### src/rtl/mult_div_unit.sv
// mult_div_unit: iterative MIPS multiply/divide unit that owns the HI/LO registers.
// MULT/MULTU use shift-add and DIV/DIVU use restoring division. Each op takes a fixed
// WIDTH+1 cycles from the start edge to the done pulse, divide-by-zero included.
// MTHI/MTLO writes are accepted only while the unit is idle.
// Optional build macro MDU_ABORT_EN adds an 'abort' input that flushes an operation in flight.
module mult_div_unit #(
   parameter int WIDTH = 32,
   parameter int CNT_W = 6
) (
   input  logic             clk,
   input  logic             rst_n,
   input  logic             start,
   input  logic [1:0]       op,
   input  logic [WIDTH-1:0] src_a,
   input  logic [WIDTH-1:0] src_b,
   input  logic             hi_we,
   input  logic             lo_we,
   input  logic [WIDTH-1:0] wr_val,
`ifdef MDU_ABORT_EN
   input  logic             abort,
`endif
   output logic             busy,
   output logic             done,
   output logic [WIDTH-1:0] hi,
   output logic [WIDTH-1:0] lo
);

   typedef enum logic [1:0] {S_IDLE, S_CALC, S_FIX} state_e;

   // Two's-complement negate when 'neg' is set (single-width result).
   function automatic logic [WIDTH-1:0] neg_w(input logic neg, input logic [WIDTH-1:0] v);
      return neg ? (~v + 1'b1) : v;
   endfunction

   // Two's-complement negate when 'neg' is set (double-width product).
   function automatic logic [2*WIDTH-1:0] neg_2w(input logic neg, input logic [2*WIDTH-1:0] v);
      return neg ? (~v + 1'b1) : v;
   endfunction

   state_e             state_q;
   logic               busy_q, done_q;
   logic [WIDTH-1:0]   hi_q, lo_q;
   logic [CNT_W-1:0]   cnt_q;
   logic               is_div_q;   // op[1] latched at start
   logic               neg_q;      // negate product / quotient
   logic               neg_r_q;    // negate remainder (dividend was negative)
   logic               div0_q;     // divisor was zero
   // Shared accumulator: multiply -> {partial hi, multiplier/low product};
   // divide -> {remainder, dividend shifting into quotient}.
   logic [WIDTH-1:0]   acc_hi_q, acc_lo_q;
   logic [WIDTH-1:0]   opb_q;      // multiplicand or divisor magnitude

   // Start-time operand preparation
   logic               signed_op, a_neg, b_neg;
   logic [WIDTH-1:0]   a_mag, b_mag;

   // Per-iteration next values
   logic [WIDTH:0]     mul_sum;
   logic [WIDTH:0]     div_shift, div_diff;
   logic               div_borrow;
   logic [WIDTH-1:0]   acc_hi_d, acc_lo_d;

   // Sign-corrected final results
   logic [2*WIDTH-1:0] prod_fix;
   logic [WIDTH-1:0]   quo_fix, rem_fix;
   logic [WIDTH-1:0]   fix_hi_d, fix_lo_d;

   logic               abort_hit;

`ifdef MDU_ABORT_EN
   assign abort_hit = abort && (state_q != S_IDLE);
`else
   assign abort_hit = 1'b0;
`endif

   assign signed_op = ~op[0];
   assign a_neg     = signed_op & src_a[WIDTH-1];
   assign b_neg     = signed_op & src_b[WIDTH-1];
   assign a_mag     = neg_w(a_neg, src_a);
   assign b_mag     = neg_w(b_neg, src_b);

   // One iteration of shift-add multiply and restoring divide; op selects which is kept.
   always_comb begin
      mul_sum    = {1'b0, acc_hi_q} + (acc_lo_q[0] ? {1'b0, opb_q} : {(WIDTH+1){1'b0}});
      div_shift  = {acc_hi_q, acc_lo_q[WIDTH-1]};
      div_diff   = div_shift - {1'b0, opb_q};
      div_borrow = div_diff[WIDTH];
      if (is_div_q) begin
         acc_hi_d = div_borrow ? div_shift[WIDTH-1:0] : div_diff[WIDTH-1:0];
         acc_lo_d = {acc_lo_q[WIDTH-2:0], ~div_borrow};
      end else begin
         acc_hi_d = mul_sum[WIDTH:1];
         acc_lo_d = {mul_sum[0], acc_lo_q[WIDTH-1:1]};
      end
   end

   // Final sign correction. Dividing by zero leaves the dividend magnitude in the
   // remainder, so the remainder fix restores the original src_a; quotient is forced to all-ones.
   always_comb begin
      prod_fix = neg_2w(neg_q, {acc_hi_q, acc_lo_q});
      quo_fix  = div0_q ? {WIDTH{1'b1}} : neg_w(neg_q, acc_lo_q);
      rem_fix  = neg_w(neg_r_q, acc_hi_q);
      fix_hi_d = is_div_q ? rem_fix : prod_fix[2*WIDTH-1:WIDTH];
      fix_lo_d = is_div_q ? quo_fix : prod_fix[WIDTH-1:0];
   end

   // Control FSM with registered busy/done and HI/LO updates.
   always_ff @(posedge clk or negedge rst_n) begin
      if (!rst_n) begin
         state_q  <= S_IDLE;
         busy_q   <= 1'b0;
         done_q   <= 1'b0;
         hi_q     <= '0;
         lo_q     <= '0;
         cnt_q    <= '0;
         is_div_q <= 1'b0;
         neg_q    <= 1'b0;
         neg_r_q  <= 1'b0;
         div0_q   <= 1'b0;
         acc_hi_q <= '0;
         acc_lo_q <= '0;
         opb_q    <= '0;
      end else begin
         done_q <= 1'b0;
         if (abort_hit) begin
            state_q <= S_IDLE;
            busy_q  <= 1'b0;
         end else begin
            case (state_q)
               S_IDLE: begin
                  if (start) begin
                     is_div_q <= op[1];
                     neg_q    <= a_neg ^ b_neg;
                     neg_r_q  <= a_neg;
                     div0_q   <= op[1] && (src_b == '0);
                     acc_hi_q <= '0;
                     acc_lo_q <= op[1] ? a_mag : b_mag;
                     opb_q    <= op[1] ? b_mag : a_mag;
                     cnt_q    <= '0;
                     busy_q   <= 1'b1;
                     state_q  <= S_CALC;
                  end else begin
                     if (hi_we) hi_q <= wr_val;
                     if (lo_we) lo_q <= wr_val;
                  end
               end
               S_CALC: begin
                  acc_hi_q <= acc_hi_d;
                  acc_lo_q <= acc_lo_d;
                  cnt_q    <= cnt_q + 1'b1;
                  if (cnt_q == CNT_W'(WIDTH - 1)) state_q <= S_FIX;
               end
               S_FIX: begin
                  hi_q    <= fix_hi_d;
                  lo_q    <= fix_lo_d;
                  done_q  <= 1'b1;
                  busy_q  <= 1'b0;
                  state_q <= S_IDLE;
               end
               default: begin
                  state_q <= S_IDLE;
                  busy_q  <= 1'b0;
               end
            endcase
         end
      end
   end

   assign busy = busy_q;
   assign done = done_q;
   assign hi   = hi_q;
   assign lo   = lo_q;

endmodule

### config.mk
export PLATFORM = sky130hd
export DESIGN_NAME = mult_div_unit
export DESIGN_NICKNAME = d
export VERILOG_FILES = /design/src/rtl/mult_div_unit.sv
export SDC_FILE = /design/constraint.sdc
export NUM_CORES = 1
export LEC_CHECK = 0
export BUFFER_PORTS_ARGS = -buffer_cell sky130_fd_sc_hd__buf_2
export CAP_MARGIN = 20
export CORE_MARGIN = 3
export CORE_UTILIZATION = 40
export CTS_BUF_LIST = sky130_fd_sc_hd__clkbuf_8
export CTS_CLUSTER_DIAMETER = 120
export DETAILED_ROUTE_END_ITERATION = 6
export GPL_ROUTABILITY_DRIVEN = 1
export HOLD_SLACK_MARGIN = 0.05
export RECOVER_POWER = 100
export SLEW_MARGIN = 5
export SYNTH_ARGS = -nofsm -noshare
export SYNTH_HDL_FRONTEND = slang
export SYNTH_SLANG_ARGS = --single-unit
### constraint.sdc
create_clock -name clk -period 4.4 [get_ports clk]
set_input_delay 0.66 -clock clk [delete_from_list [all_inputs] [get_ports clk]]
set_output_delay 0.66 -clock clk [all_outputs]
set_load 0.01 [all_outputs]
==> results of run 1 <==
[through the flow]
stage | std cells | hold WS [ps] | instance area (sq um) | util | total power, mW
after floorplan | 1889 | 364 | 14900 | - | 7.90
after global placement | 2442 | 455 | 16200 | 0.442 | 10.2
after detailed placement | 2442 | 466 | 16200 | 0.442 | 10.2
after CTS | 2474 | 216 | 16600 | 0.453 | 11.5
after global routing | 2474 | 401 | 16500 | 0.449 | 12.4
final | 2474 | 412 | 16500 | 0.449 | 11.5
[worst paths after layout]
kind	endpoint	slack (ps)	cells past startpoint	from
worst min register to register	lo[2]$_DFFE_PN0P_	490	2	lo[2]$_DFFE_PN0P_
worst min-delay path	lo[22]$_DFFE_PN0P_	410	2	wr_val[22]
worst max-delay path	hi[16]$_DFFE_PN0P_	380	10	acc_lo_q[0]$_DFFE_PN0P_
max in group asynchronous	acc_hi_q[7]$_DFFE_PN0P_	1350	2	rst_n
worst max register to register	hi[16]$_DFFE_PN0P_	380	10	acc_lo_q[0]$_DFFE_PN0P_
min in group asynchronous	hi[18]$_DFFE_PN0P_	730	1	rst_n
[layout make-up]
cell class,count,area (sq um)
fillers,3746,20200
multi-input cells,1533,9880
flip-flops and latches,174,4360
repair buffers,206,1020
well taps,468,586
clock buffers,17,234
inverters,61,229
clock inverters,15,171
[worst max-delay path: cells and delay by family, from the launching register on]
kind	cells	cell delay [ps]
AO/OA/AOI/OAI	3	1290
XOR/XNOR	1	220
adder cells (fa/ha/maj)	1	290
buffers and inverters	1	390
flip-flops	1	480
AND/OR/NAND/NOR	4	1170
[cell usage after synthesis, types with 10 or more instances]
cell      number
buf_1         13
o21ai_0      197
ha_1          69
xor2_1        68
inv_1         60
o211ai_1      27
a31oi_1       20
dfrtp_1      174
nand2_1      202
xnor2_1      106
or4_1         10
clkbuf_1     102
or3_1         10
o21bai_1      11
nor4_1        22
a211oi_1      62
o31ai_1       24
nor3_1        40
mux2i_1       62
a21oi_1      159
nor2b_1       18
nand2b_1      20
a21o_1        32
a22oi_1       16
o22ai_1       31
and3_1        10
nor2_1       150
nand3_1       29
[power by group through the flow]
stage | Sequential (mW) | Combinational (mW) | Clock [mW]
floorplan | 2.72 | 5.17 | 0
finish | 3.01 | 7.33 | 1.20
detailed placement | 3.01 | 7.24 | 0
CTS | 2.97 | 7.28 | 1.21
global route | 3.08 | 8.06 | 1.28
global placement | 2.99 | 7.20 | 0
[routing by layer]
layer	vias to the layer above	wire length, um	global-route usage
met3	42	3070	0.0303
met5	-	0	0
met4	0	1010	0.0604
met2	506	23600	0.405
li1	7105	-	-
met1	7107	25200	0.384
[sequential cells by signal, summed over array words and instances, names as in the netlist]
| register | flops |
|---|---|
| acc_hi_q | 32 |
| acc_lo_q | 32 |
| hi | 32 |
| lo | 32 |
| opb_q | 32 |
| cnt_q | 6 |
| state_q | 2 |
| busy | 1 |
| div0_q | 1 |
| done | 1 |
| is_div_q | 1 |
| neg_q | 1 |
| neg_r_q | 1 |
[logic make-up (layout without fill, tap and decap cells)]
kind of cell               count (synthesis)  in the layout  share of synthesized area
AOI/OAI and AO/OA                        658            658                      0.275
xor gates and xnor gates                 174            174                      0.102
adders and majority gates                 71             71                     0.0605
buffers and inverters                    182            299                     0.0467
DFF                                      174            174                      0.292
muxes                                     67             67                     0.0453
and+or+nand+nor                          563            563                      0.179
==> impl_metrics.ini, run 1 <==
[run_status]
outcome = finished, violations left
failed_checks = capacitance limit, slew limit

[power]
power.share.sequential = 0.261
worst_ir_drop_vdd_mv = 0.449
leakagePower_nw = 6.87
internal_power_mw = 5.49
pwr-share-clk = 0.104
p_sw_frac = 0.524
power.density_nw_per_um2 = 700
switchingPower_mw = 6.05
power_frac_comb = 0.635

[worst_setup_path]
timing.critical_path.mode_cell = o21ai_0
cpMaxStageDelayCell = o21ai_0
worst_path_largest_cell_delay_ps = 920
cp_data_required_time_ps = 4730
setup.worst_path.start_class = flip-flop
kind_of_end_point_of_the_critical_path = flip-flop
crit_arrival_ps = 4350
critical_path_class = reg -> reg
crit_chain = inv_1 -> ha_1 -> nor2b_1 -> nand3_1 -> or4_1 -> o21ai_0 -> o21ai_0 -> xor2_1 -> nand2_1 -> o21ai_0
crit_path_max_fanout = 11

[place]
place.gp.congestion = 0.931
hpwlAfterDp_um = 41100
io_buffers = 168
placement.setup.worst_slack_ps = 649

[yosys]
postSynthAreaPerCell_sq_um = 7.90
synth_cells = 1889
synth_largest_type_area_fraction = 0.292
synth_area_sq_um = 14900
synth.ff_latch_count = 174
yosysWarnings = 0
post_synthesis_net_count = 2063
yosysTopAreaCell = dfrtp_1
number_of_enable_type_register_cells_in_the_synthesized_netlist = 0
synth.yosys.seq_area_share = 0.292
netlist_top_cells_area = dfrtp_1 (29%), o21ai_0 (6.6%), xnor2_1 (6.2%), ha_1 (5.8%), a21oi_1 (5.3%)
yosys_most_used_dff = dfrtp_1
postSynth.asyncResetShare = 1.00
synth.distinct_cells = 78

[route]
drt_iter0_markers = 1306
drt-total-wl_um = 52900
wl_per_cell_um = 21.4
final_antenna_net_count = 0
drc = 0
avgViaCountPerCell = 5.97
dr.pass1.iters = 5
via_count = 14760

[run]
cap_viol_max_count = 6

[sta]
setup_total_negative_slack_ps = 0
setup_clock_skew_after_layout_ps = 22.8
worst_pin_slew_ps = 2160
finalWorstSetupSlack_ps = 385
rsz0062_at_grt = no
timing.max_slew.rel_slack = -0.439
finalCritPeriodShare = 0.913
final_max_slew_viol_count = 244
final_hold_viol_count = 0
final-setup-viol-count = 0
final_period_minus_worst_setup_slack_ps = 4020
timing.fmax_ghz = 0.249

[die]
fp.dieW_um = 199
die-area_sq_um = 39700
placementRows = 70
fp.dieH_um = 199
initial_utilization = 0.407
boundaryPins = 169
core_sq_um = 36700

[clocking]
cts.sink_count = 174
clk_path_buf_depth = 2
cts_tree = done
cts.repair_timing.setup_buffer_count = 0
cts_resized = 0
clk_latency_ps = 510
cts_hold_repair.buffers = 0
clk_pin_slew_worst_paths_ps = 100
root_buffer = clkbuf_8
numCtsBuffers = 17
ctsHtreeMaxLevel = 4

[global_route]
grt-ovfl-total = 0
grt_start_max_net_pins = 96
grt_antenna_before_repair = 0
grt_pass1_wl_um = 79600
vias_in_the_first_global_route = 13304
global_route.usage.total = 0.259

[final_layout]
final_layout_size_suffix_gt1_frac = 0.0942
most-common-layout-cells = nand2_1 (202), o21ai_0 (199), dfrtp_1 (173)
antennaDiodeCount = 0
final_common_cell = nand2_1
number_of_nets_in_the_finished_design = 2167
synthToLayoutAreaGrowth_pct = 10.4

[min_path]
holdCritPathClass = in -> reg
No activity file was read; power rests on OpenSTA's default activity.
==> run 2, diff against run 1 <==
Settings changed: PLACE_DENSITY set to 0.66.
==> run 2 against run 1 <==
  * The run still ends with capacitance limit, slew limit left
  * Via count is 0.79% higher
  * Die area unchanged
  * Non-clock buffer count down 9
  * Sequential power up 3%
  * Fmax increased by 1.3%
==> impl_metrics.ini, run 2 (same netlist as run 1, synthesis figures left out) <==
[global_route]
grt_met2_use = 0.380
grt_start_max_net_pins = 89
grt-ovfl-total = 0
globalRouteMet1Util = 0.371
vias_in_the_first_global_route = 13517
most_heavily_used_metal_layer_in_global_routing = met2
use_met3 = 0.0443
grt_pass1_wl_um = 78300
grt_antenna_before_repair = 1
global_route.usage.total = 0.252

[place]
placement.setup.worst_slack_ps = 563
io_buffers = 168
dpl-instance-area_sq_um = 16200
place.gp.congestion = 0.946
hpwlAfterDp_um = 39800

[clocking]
cts_hold_repair.buffers = 0
cts_resized = 0
numCtsBuffers = 17
clk_latency_ps = 510
cts.sink_count = 174
ctsHtreeMaxLevel = 4
root_buffer = clkbuf_8
clk_pin_slew_worst_paths_ps = 130
clk_path_buf_depth = 2
cts_tree = done
cts.repair_timing.setup_buffer_count = 0

[sta]
setup_total_negative_slack_ps = 0
final_period_minus_worst_setup_slack_ps = 3960
setup_clock_skew_after_layout_ps = 30.7
timing.max_slew.rel_slack = -0.574
final_hold_viol_count = 0
finalWorstSetupSlack_ps = 438
rsz0062_at_grt = no
timing.fmax_ghz = 0.252
final-setup-viol-count = 0
worst_pin_slew_ps = 2360
final_max_slew_viol_count = 249
finalCritPeriodShare = 0.900

[power]
worst_ir_drop_vdd_mv = 0.414
leakagePower_nw = 6.82
total_power_mw = 11.4
power.density_nw_per_um2 = 693

[die]
fp.dieW_um = 199
die-area_sq_um = 39700
boundaryPins = 169
core_sq_um = 36700
fp.dieH_um = 199
placementRows = 70
initial_utilization = 0.407

[route]
final_antenna_net_count = 0
wl_per_cell_um = 20.9
dr.pass1.iters = 5
drt-total-wl_um = 51400
avgViaCountPerCell = 6.03
via_count = 14877
drt_iter0_markers = 1504
drc = 0

[run_status]
failed_checks = capacitance limit, slew limit
outcome = finished, violations left

[worst_setup_path]
kind_of_end_point_of_the_critical_path = flip-flop
cp_data_required_time_ps = 4810
regToRegSetupSlack_ps = 440
crit_arrival_ps = 4370
crit_path_max_fanout = 28
setup.worst_path.start_class = flip-flop
critical_path_class = reg -> reg
timing.rr.start = state_q[1]$_DFFE_PN0P_
worstRegToRegCells = 6
timing.rr.end = acc_hi_q[29]$_DFFE_PN0P_

[final_layout]
synthToLayoutAreaGrowth_pct = 9.90
final_common_cell = nand2_1
number_of_nets_in_the_finished_design = 2158
final_layout_size_suffix_gt1_frac = 0.0896
fillCellCount = 3741
final_design_area_no_fill_sq_um = 16400
most-common-layout-cells = nand2_1 (202), o21ai_0 (199), dfrtp_1 (173)

[run]
cap_viol_max_count = 5

[min_path]
timing.hold.worst_endpoint = lo[24]$_DFFE_PN0P_
timing.hold.worst.start = wr_val[24]
depth_of_the_worst_hold_timing_path = 2
holdCritPathClass = in -> reg
-- run 2: cell types whose count changed in the layout (fill, tap and decap cells not counted), moves of 2 or more --
cell      before  now
clkbuf_1      76   74
nor2_2         2    0
nor2_1       148  150
buf_4         28   20
buf_2         97   99
inv_6          5    3
diode_2        0    2
-- run 2: area by class of cell --
class / count / area (sq um) / area share
clock inverters: 14 / 171 / 0.0104
multi-input cells: 1533 / 9870 / 0.601
diodes: 2 / 5.00 / 0.000305
clock buffers: 18 / 248 / 0.0151
well taps: 468 / 586 / 0.0357
flip-flops and latches: 174 / 4360 / 0.265
inverters: 61 / 229 / 0.0140
repair buffers: 197 / 946 / 0.0576
-- run 2: critical path, stage by stage, from the launching register on --
cell      delay [ps]
dfrtp_1          580
nor2_1            90
and2_0           750
nor2_1           720
clkbuf_1        1220
a21oi_1          170
a221oi_1         320
-- run 2: worst max-delay path by stage --
stage	slack, ps	endpoint	cells after the start	from
final	440	acc_hi_q[29]$_DFFE_PN0P_	6	state_q[1]$_DFFE_PN0P_
after global routing	170	acc_hi_q[29]$_DFFE_PN0P_	6	state_q[1]$_DFFE_PN0P_
after CTS	550	acc_hi_q[25]$_DFFE_PN0P_	12	acc_lo_q[0]$_DFFE_PN0P_
after detailed placement	560	acc_hi_q[25]$_DFFE_PN0P_	12	acc_lo_q[0]$_DFFE_PN0P_
after global placement	630	acc_hi_q[25]$_DFFE_PN0P_	12	acc_lo_q[0]$_DFFE_PN0P_
after floorplan	1000	acc_hi_q[25]$_DFFE_PN0P_	13	acc_lo_q[0]$_DFFE_PN0P_
-- run 2: per-layer routing --
layer  vias to the layer above  share of wire
met5                         -              0
met4                         0          0.025
met3                        57          0.083
met2                       619           0.43
met1                      7111           0.47
li1                       7090              -
-- run 2: report_power, final --
group / total [mW] / internal [mW] / switching (mW)
clock network: 1.22 / 0.495 / 0.724
registers: 3.10 / 2.16 / 0.941
logic: 7.06 / 2.76 / 4.29
total: 11.4 / 5.42 / 5.96
-- run 2: metrics by stage --
| step | hold WS, ps | utilization | std cells |
|---|---|---|---|
| after floorplan | 364 | - | 1889 |
| after global placement | 456 | 0.441 | 2433 |
| after detailed placement | 466 | 0.441 | 2433 |
| after CTS | 252 | 0.452 | 2465 |
| after global routing | 430 | 0.447 | 2465 |
| final | 431 | 0.447 | 2467 |
==> run 3, diff against run 2 <==
Settings changed: ABC_AREA set to 1.
==> run 3 against run 2 <==
  * Largest power group unchanged
  * Critical path depth rose by 12
  * Flip-flop and latch count did not move
  * Register-to-register slack improved by 160 ps
  * Final cell count rose by 55%
  * The flow still finishes with violations (capacitance limit, slew limit)
  * Highest routed layer unchanged
  * Via count rose by 41%
  * Sequential share of layout area fell by 4.4 points
  * Hold slack got worse by 11 ps
  * Die area rose by 20%
==> impl_metrics.ini, run 3 <==
[sta]
final_period_minus_worst_setup_slack_ps = 3800
setup_clock_skew_after_layout_ps = 23.5
timing.max_slew.rel_slack = -0.580
rsz0062_at_grt = no
setup_total_negative_slack_ps = 0
finalCritPeriodShare = 0.863
worst_pin_slew_ps = 2370
final-setup-viol-count = 0
final_hold_viol_count = 0
timing.fmax_ghz = 0.263
final_max_slew_viol_count = 337

[worst_setup_path]
setup.worst_path.start_class = flip-flop
crit_path_max_fanout = 32
crit_chain = inv_1 -> ha_1 -> fa_1 -> inv_1 -> nand2_1 -> nand2_1 -> nand3_1 -> nand2_1 -> nand2_1 -> nand2_1 -> nand2_2 -> nand2_2 -> nand2_2 -> nand2_2 -> nand3_1 -> nand3_1 -> nand2_1 -> nand2_1
critical_path_class = reg -> reg
cpMaxStageDelayCell = nand2_2
kind_of_end_point_of_the_critical_path = flip-flop
cp_data_required_time_ps = 4880
worst_path_largest_cell_delay_ps = 700
timing.critical_path.mode_cell = nand2_1
crit_arrival_ps = 4280

[final_layout]
final_design_area_no_fill_sq_um = 19600
synthToLayoutAreaGrowth_pct = 8.65
stdcell_count = 3824
final_common_cell = nand2_1
number_of_nets_in_the_finished_design = 3392
final_layout_size_suffix_gt1_frac = 0.0579
ff_latch_area_sq_um = 4350
most-common-layout-cells = nand2_1 (980), inv_1 (441), nand3_1 (350)
fillCellCount = 4966
multiInputGateArea_sq_um = 11500

[run_status]
outcome = finished, violations left
failed_checks = capacitance limit, slew limit

[clocking]
root_buffer = clkbuf_8
ctsHtreeMaxLevel = 4
clk_path_buf_depth = 2
cts_resized = 0
cts_tree = done
clk_latency_ps = 540
numCtsBuffers = 17
clk_pin_slew_worst_paths_ps = 120
cts_hold_repair.buffers = 0
cts.repair_timing.setup_buffer_count = 0
cts.sink_count = 174

[die]
boundaryPins = 169
die-area_sq_um = 47800
fp.dieW_um = 219
placementRows = 77
initial_utilization = 0.407
fp.dieH_um = 219
core_sq_um = 44400

[power]
power.density_nw_per_um2 = 834
leakagePower_nw = 10.2
total_power_mw = 16.4
worst_ir_drop_vdd_mv = 0.321

[route]
wl_per_cell_um = 19.0
drt_iter0_markers = 2177
drt-total-wl_um = 72600
via_count = 20974
drc = 0
final_antenna_net_count = 0
avgViaCountPerCell = 5.48
dr.pass1.iters = 6

[yosys]
yosys_most_used_dff = dfrtp_1
postSynth.asyncResetShare = 1.00
synth.yosys.seq_area_share = 0.241
fraction_of_synthesized_area_in_multiplexers = 0
yosysTopAreaCell = dfrtp_1
synth_cells = 3106
yosys.cell_count.top_type = nand2_1
post_synthesis_net_count = 3280
synth.distinct_cells = 49
synthSimpleGateAreaFrac = 0.405
synth.ff_latch_count = 174
synth_area_sq_um = 18100
postSynthAreaPerCell_sq_um = 5.82
number_of_enable_type_register_cells_in_the_synthesized_netlist = 0
synth_largest_type_area_fraction = 0.241
synth-compound-area-share = 0.156
synth.cells.most_frequent = nand2_1 (977), inv_1 (437), nand3_1 (343), nor2_1 (309), o21ai_0 (198)
netlist_top_cells_area = dfrtp_1 (24%), nand2_1 (20%), nand3_1 (9.5%), inv_1 (9.1%), nor2_1 (6.4%)
synthXorXnorAreaFrac = 0.0296
synthAdderAreaFrac = 0.0500
synth_top_family_by_area = simple AND/OR/NAND/NOR gates
yosysWarnings = 0

[place]
numPlacedInstances = 3791
hpwlAfterDp_um = 58900
dpl-instance-area_sq_um = 19500
place.gp.congestion = 0.985
io_buffers = 168

[run]
cap_viol_max_count = 7

[global_route]
grt_antenna_before_repair = 2
grt_pass1_wl_um = 110000
grt-ovfl-total = 0
vias_in_the_first_global_route = 18967
global_route.usage.total = 0.297
grt_start_max_net_pins = 88

[min_path]
holdCritPathClass = in -> reg
[run 3: cell types whose count changed after synthesis, sizes merged, moves of 22 or more]
cell,delta
a211oi,-62
a21o,-23
clkbuf,-30
inv,+381
mux2i,-62
nand2,+784
nand3,+322
nand4,+26
nor2,+167
nor4,-22
o22ai,-28
o31ai,-23
xnor2,-85
xor2,-28
[run 3: per-stage QoR]
step           setup slack [ps]  utilization  hold slack, ps
4_1_cts                     963        0.447             211
6_report                    601        0.442             421
2_1_floorplan              1810            -             364
3_5_place_dp               1010        0.438             473
5_1_grt                     368        0.442             417
3_3_place_gp                997        0.438             462
[run 3: layer usage]
metal | wire (um) | share of wire | track usage
met1 | 32100 | 0.44 | 0.419
met2 | 32100 | 0.44 | 0.466
met3 | 6190 | 0.085 | 0.0449
met4 | 2210 | 0.030 | 0.0952
met5 | 0 | 0 | 0
[run 3: logic make-up (layout without fill, tap and decap cells)]
group / after synthesis / count (layout)
AOI/OAI and AO/OA: 495 / 495
xor gates and xnor gates: 61 / 61
adders and majority gates: 71 / 71
buffers and inverters: 552 / 677
DFF: 174 / 174
other: 0 / 1
and+or+nand+nor: 1753 / 1753
[run 3: worst paths after layout]
path                       slack, ps  cells after the start                     start                        to
min                              420                      3                wr_val[15]        lo[15]$_DFFE_PN0P_
min in group asynchronous        800                      1                     rst_n            done$_DFF_PN0_
max in group asynchronous       1080                      2                     rst_n         lo[8]$_DFFE_PN0P_
max reg2reg                      600                     18  acc_lo_q[31]$_DFFE_PN0P_  acc_hi_q[25]$_DFFE_PN0P_
max                              600                     18  acc_lo_q[31]$_DFFE_PN0P_  acc_hi_q[25]$_DFFE_PN0P_
min reg2reg                      510                      2          busy$_DFFE_PN0P_          busy$_DFFE_PN0P_
[run 3: critical path: cells and delay by family (launching register included)]
family / cells / cell delay, ps
simple gates: 14 / 2280
flops: 1 / 560
fa+ha+maj: 2 / 670
buf+inv: 2 / 230
[run 3: layout make-up]
type,count,area share
flip-flops and latches,174,0.222
diodes,1,0.000127
inverters,446,0.0852
multi-input cells,2380,0.588
well taps,592,0.0377
clock inverters,15,0.00701
clock buffers,17,0.0119
repair buffers,199,0.0483
[run 3: where the power goes]
| group | leakage, nW | switching (mW) | internal [mW] | total, mW |
|---|---|---|---|---|
| sequential | 2.09 | 1.13 | 2.40 | 3.54 |
| clock | 0.192 | 0.719 | 0.409 | 1.13 |
| combinational | 7.95 | 7.84 | 3.86 | 11.7 |
| total | 10.2 | 9.70 | 6.68 | 16.4 |
